==> config.mk <==
export PLATFORM = sky130hd
export DESIGN_NAME = rom_loader
export DESIGN_NICKNAME = d
export VERILOG_FILES = /design/src/rtl/rom_loader.sv
export SDC_FILE = /design/constraint.sdc
export NUM_CORES = 1
export LEC_CHECK = 0
export ABC_CLOCK_PERIOD_IN_PS = 2050
export BUFFER_PORTS_ARGS = -buffer_cell sky130_fd_sc_hd__buf_4
export CORE_MARGIN = 3
export CORE_UTILIZATION = 50
export DETAILED_ROUTE_END_ITERATION = 10
export PLACE_DENSITY = 0.75
export SETUP_SLACK_MARGIN = 0.02
export SYNTH_ARGS = -nofsm -noshare
export SYNTH_HDL_FRONTEND = slang
export SYNTH_SLANG_ARGS = --single-unit
export TNS_END_PERCENT = 50
==> constraint.sdc <==
create_clock -name clock -period 2.05 [get_ports clock]
set_input_delay 0.41 -clock clock [delete_from_list [all_inputs] [get_ports clock]]
set_output_delay 0.41 -clock clock [all_outputs]
set_load 0.01 [all_outputs]
==> src/rtl/rom_loader.sv <==
// rom_loader: streams a length-prefixed program into instruction ROM,
// holding the CPU in reset until the last word has settled.
module rom_loader #(
    parameter int ADDR_W   = 15,
    parameter int HOLD_CYC = 2
) (
    input  logic              clock,
    input  logic              reset,
    input  logic              start,
    input  logic              in_valid,
    input  logic [15:0]       in_data,
    output logic              in_ready,
    output logic              rom_we,
    output logic [ADDR_W-1:0] rom_addr,
    output logic [15:0]       rom_data,
    output logic              cpu_reset,
    output logic              done,
    output logic              error
);
    typedef enum logic [2:0] {IDLE, LEN, LOAD, HOLD, RUN} state_t;
    localparam int HW = $clog2(HOLD_CYC + 2);
    localparam logic [63:0] MAX_N = 64'd1 << ADDR_W;
    state_t state, state_nx;
    logic [15:0] rem;
    logic [ADDR_W-1:0] addr;
    logic [HW-1:0] hc;
    logic xfer, bad;
    assign in_ready  = state == LEN || state == LOAD;
    assign cpu_reset = state != RUN;
    assign done      = state == RUN;
    assign xfer      = in_valid && in_ready;
    assign bad       = in_data == 16'd0 || {48'd0, in_data} > MAX_N;
    always_comb begin
        state_nx = state;
        case (state)
            IDLE:    state_nx = start ? LEN : IDLE;
            LEN:     state_nx = xfer ? (bad ? IDLE : LOAD) : LEN;
            LOAD:    state_nx = (xfer && rem == 16'd1) ? HOLD : LOAD;
            HOLD:    state_nx = hc == HW'(HOLD_CYC) ? RUN : HOLD;
            RUN:     state_nx = start ? LEN : RUN;
            default: state_nx = IDLE;
        endcase
    end
    always_ff @(posedge clock) begin
        if (reset) state <= IDLE;
        else       state <= state_nx;
    end
    // hc counts HOLD cycles; the first one carries the final write strobe
    always_ff @(posedge clock) begin
        if (reset) begin
            rom_we   <= 1'b0;
            rom_addr <= '0;
            rom_data <= 16'd0;
            error    <= 1'b0;
            rem      <= 16'd0;
            addr     <= '0;
            hc       <= '0;
        end else begin
            rom_we <= 1'b0;
            hc     <= state == HOLD ? hc + HW'(1) : '0;
            if (state == IDLE && start) error <= 1'b0;
            if (state == LEN && xfer) begin
                error <= bad;
                rem   <= in_data;
                addr  <= '0;
            end
            if (state == LOAD && xfer) begin
                rom_we   <= 1'b1;
                rom_addr <= addr;
                rom_data <= in_data;
                addr     <= addr + ADDR_W'(1);
                rem      <= rem - 16'd1;
            end
        end
    end
endmodule

[Yosys cells after proc, flatten, opt, wreduce, memory -nomap -nowiden]
Cells that the tools add are included.
Operators by class
  $add $sub $neg: 3
  magnitude comparators: 1
  equality and inequality tests: 7
  multiplexer cells: 14
  bitwise logic cells: 1
  reduce and logical (&&, ||, !) cells: 12
Operators by type and width (number)
  2-to-1 mux 16 bit: 2
  2-to-1 mux 15 bit: 2
  equality test 16 x 1 -> 1 bit (second input constant): 1
  greater-than comparator 16 bit (second input constant): 1
  logical NOT 16 bit: 1
  subtractor 16 x 1 -> 16 bit (second input constant): 1
  adder 15 x 1 -> 15 bit (second input constant): 1
  case mux 3 bit (5 select lines): 1
  equality test 3 x 2 -> 1 bit (second input constant): 2
  2-to-1 mux 3 bit: 2
  logical AND 1 bit: 5
  2-to-1 mux 1 bit: 5
  2-to-1 mux 2 bit: 2
  nonzero test 2 bit: 2
  equality test 3 x 1 -> 1 bit (second input constant): 1
  equality test 3 bit (second input constant): 1
  logical NOT 3 bit: 1
  inequality test 3 bit (second input constant): 1
  adder 2 x 1 -> 2 bit (second input constant): 1
  equality test 2 bit (second input constant): 1
  logical OR 1 bit: 2
  OR reduction 2 bit: 1
  inverter 1 bit: 1
Storage, ports and cells
  flip-flop bits (word level): 69
  bits of input ports: 20
  output and inout bits: 36

[Longest topological paths before layout]
  word-level depth: 6
  depth in mapped cells: 6
  depth with buffers taken out: 6

[Least setup slack after synthesis]
Ideal clock, no wire load.
  path kind: reg-to-reg
  from: register state[0]
  to: register addr[13]
  setup time: 0.071 ns
  arrival time: 1.919 ns
  slack: 0.060 ns
  cell stages (with the launch flop): 7
  path buffers: 2
  clock period less this slack: 1.990 ns
  cells stage by stage: dfxtp_1 > buf_2 > xnor2_1 > or4b_4 > buf_2 > or4_1 > a21oi_1
Between the ends
  longest elaborated chain between the ends: 5
Ends and longest elaborated chain
  start: declaration: line 23  | state_t state, state_nx;
  start signal: assignment: line 46  | else state <= state_nx;
  equality test 3 x 1 -> 1 bit or equality test 3 x 2 -> 1 bit (tied branches): line 28, 62, 67
  logical OR 1 bit: line 28  | assign in_ready = state == LEN || state == LOAD;
  logical AND 1 bit: line 31  | assign xfer = in_valid && in_ready;
  logical AND 1 bit (on tied branches): line 67, 62
  2-to-1 mux 15 bit or nonzero test 2 bit (tied branches)
  end signal: assignment: line 71  | addr <= addr + ADDR_W'(1);
  end: declaration: line 25  | logic [ADDR_W-1:0] addr;
Several ways; a longest one is shown, not always the timed one.
A chain may end at the register's enable or synchronous reset.

[Worst setup path in the final report]
  from: register addr[5]
  to: register addr[9]
Between the ends
  longest elaborated chain between the ends: 2
Ends and longest elaborated chain
  adder 15 x 1 -> 15 bit: line 71
  2-to-1 mux 15 bit: line 67  | if (state == LOAD && xfer) begin
Every way passes these cells.

==> flow_summary_export.csv <==
group,metric,value,unit
critical_path,criticalPathCategory,"reg -> reg",
synth,synth_cell_types,46,
finish,n_fill_cell,516,
synth,synth_area,0.003141,mm^2
synth,synth_edf_count,0,
synth,yosysTopAreaCellShare,0.4398,
finish,seqCellArea,0.001383,mm^2
synth,yosysMostFrequentCell,"nand2_1",
finish,diodes,0,
floorplan,die_height,85.25,um
placed_design,io_buffers,55,
floorplan,fp.coreArea,0.005991,mm^2
synth,synth_area_leader_cell,"dfxtp_1",
placed_design,place_hpwl,5675,um
timing,fin_crit_sh,0.9366,
critical_path,critPathLaunchType,"register",
floorplan,num_rows,28,
pwr,switching_power,0.0007357,W
clock_tree,cts_tree,"yes",
synth,synth_common_cells,"nand2_1 (81), dfxtp_1 (69), a21oi_1 (51)",
global_routing,overflow,0,
timing,tns,0,ps
synth,synthArstFlopShare,0,
pwr,p_sw_frac,0.2685,
finish,layout-drive-gt1-share,0.2135,
global_routing,antenna_found_initial,0,
hold_path,min_path_type,"in -> reg",
clock_tree,htreeDepth,3,
global_routing,grtUsageTotal,0.2257,
global_routing,grt_pass1_vias,2915,
drt,routed_via_density,5.779,
timing,finalSetupViolCount,0,
synth,synthTopCellsByArea,"dfxtp_1 (44%), nand2_1 (9.7%), a21oi_1 (8.1%), nor2_1 (2.6%), nand4_1 (2.2%)",
clock_tree,clk_latency,340,ps
timing,skew,6.847,ps
timing,drv_slew,0,
timing,max_freq,0.5208,GHz
timing,rsz0062_at_grt,"no",
synth,syn_inst,392,
synth,seq_area_frac_synth,0.4398,
drt,wirelength,8032,um
drt,wl_per_cell,15.04,um
pwr,max-vdd-ir-drop,0.0006263,V
timing,worstMarginPinSlew,561.7,ps
synth,syn_area_per_cell,8.012,um^2
floorplan,die_x,85.25,um
pwr,internal_power,0.002004,W
critical_path,worstPathRequired,2270,ps
floorplan,initial_core_util,0.5242,
finish,multi_input_area,0.001643,mm^2
timing,fin_crit,1920,ps
global_routing,grt_pass1_wl,13240,um
drt,drt-initial-drc-count,175,
floorplan,die_area,0.007268,mm^2
pwr,power.share.clock,0.352,
synth,syn-num-nets,416,
finish,syn_to_final_growth,25.30,%
drt,ant_nets,0,
synth,ys_seq_elements,69,
drt,vias,3086,
critical_path,endpoint_kind,"register",
clock_tree,clockBufferDepth,2,
clock_tree,cts.sinks,69,
pwr,power.density,696.3,mW/mm^2
clock_tree,cts_root_buf,"clkbuf_8",
floorplan,io_pins,56,
drt,post-route-drc-count,0,
finish,finish.utilization,0.6569,
clock_tree,clk_pin_slew_worst_paths,70,ps
critical_path,crit_path_max_fanout,11,
synth,yosys_warnings,0,
drt,firstDrtPassIters,4,
critical_path,worstPathArrival,2140,ps
clock_tree,cts_made_buffers,9,
timing,max_slew_margin,0.6202,
pwr,combPwrFrac,0.139,
flow_run,maxCapViolations,0,
synth,synth-main-ff-cell,"dfxtp_1",
pwr,p_leak,1.484,nW
timing,finalHoldViolations,0,
finish,fin_nets,479,
outcome,status,"completed",
global_routing,grt_max_degree,41,
placed_design,place_congestion,0.8091,
pwr,p_seq_frac,0.509,
metrics by stage:
| stage | worst slack [ps] | hold slack [ps] | power, W | cells | cell area (um^2) |
|---|---|---|---|---|---|
| finish | 130.0 | 306.9 | 0.002740 | 534 | 3935 |
| global route | 21.68 | 296.8 | 0.002874 | 534 | 3935 |
| CTS | 141.1 | 294.0 | 0.002763 | 532 | 3919 |
| detailed placement | 17.43 | 422.0 | 0.001802 | 517 | 3751 |
| global placement | 92.46 | 409.9 | 0.001797 | 517 | 3751 |
| floorplan | 60.37 | 400.7 | 0.001651 | 392 | 3141 |
metal layers:
layer | vias up | global-route usage | share of wire
li1 | 1528 | - | -
met2 | 85 | 0.3785 | 0.49
met5 | - | 0 | 0
met1 | 1461 | 0.2711 | 0.44
met4 | 0 | 0.09209 | 0.012
met3 | 12 | 0.06408 | 0.055
cell families (layout without fill, tap and decap cells):
kind of cell / Yosys count / after routing / share of synthesized area
buf+inv: 36 / 103 / 0.04382
compound gates: 100 / 100 / 0.1916
xor+xnor: 13 / 13 / 0.03626
flops: 69 / 69 / 0.4398
simple gates: 168 / 168 / 0.2661
mux: 2 / 2 / 0.006375
fa+ha+maj: 4 / 4 / 0.01594
power groups by stage:
stage	combinational, W	sequential (W)	clock, W
floorplan	0.000230	0.00142	0
global placement	0.000374	0.00142	0
detailed placement	0.000378	0.00142	0
CTS	0.000380	0.00139	0.000990
global route	0.000417	0.00140	0.00106
finish	0.000380	0.00139	0.000965
placed cells by master, fill, tap and decap left out, drive strengths merged, types with 3 or more instances in the layout:
cell	netlist	routed
nand2	81	81
buf	8	78
dfxtp	69	69
a21oi	51	51
nor2	22	22
clkbuf	18	12
nand4	11	11
inv	10	10
o21ai	9	9
nor4	9	9
xor2	7	7
xnor2	6	6
nor3	6	6
a22oi	6	6
nand3	6	6
o31ai	6	6
or4	6	6
o22ai	6	6
nor2b	5	5
nor4b	5	5
a31oi	5	5
a2bb2oi	4	4
ha	4	4
o211ai	3	3
or3	3	3
clkinv	0	3
flip-flops by register name, indices dropped and copies added (netlist names):
register	count
rom_addr	15
hc	2
addr	15
rem	16
error	1
rom_we	1
rom_data	16
state	3
worst max-delay path, cell delays in order (launching register included):
cell and delay (ps):
dfxtp_1 390, nand3_1 130, or4b_4 600, buf_4 180
buf_4 130, o31ai_1 270, a21oi_1 100
final timing paths:
path | to | cells past startpoint | start | slack (ps)
worst max register to register | addr[9] | 6 | addr[5] | 130
worst min register to register | hc[0] | 1 | hc[0] | 420
worst min-delay path | error | 2 | in_data[15] | 310
worst max-delay path | addr[9] | 6 | addr[5] | 130
area by class of cell:
| type | instances | share of cell area |
|---|---|---|
| clock buffer | 12 | 0.03688 |
| clock inverter | 3 | 0.005723 |
| tap | 75 | 0.02385 |
| inverter | 10 | 0.009539 |
| sequential | 69 | 0.3514 |
| timing repair buffer | 78 | 0.1552 |
| multi-input combinational | 287 | 0.4175 |
repair_timing:
| action | 4_1_cts | 5_1_grt |
|---|---|---|
| endpoints found under the setup margin | 0 | 1 |
| resized for setup | 0 | 1 |
| buffers inserted | 0 | 2 |
| hold buffers | 0 | 0 |
| endpoints found under the hold margin | 0 | 0 |
(Power assumes the default switching activity.)
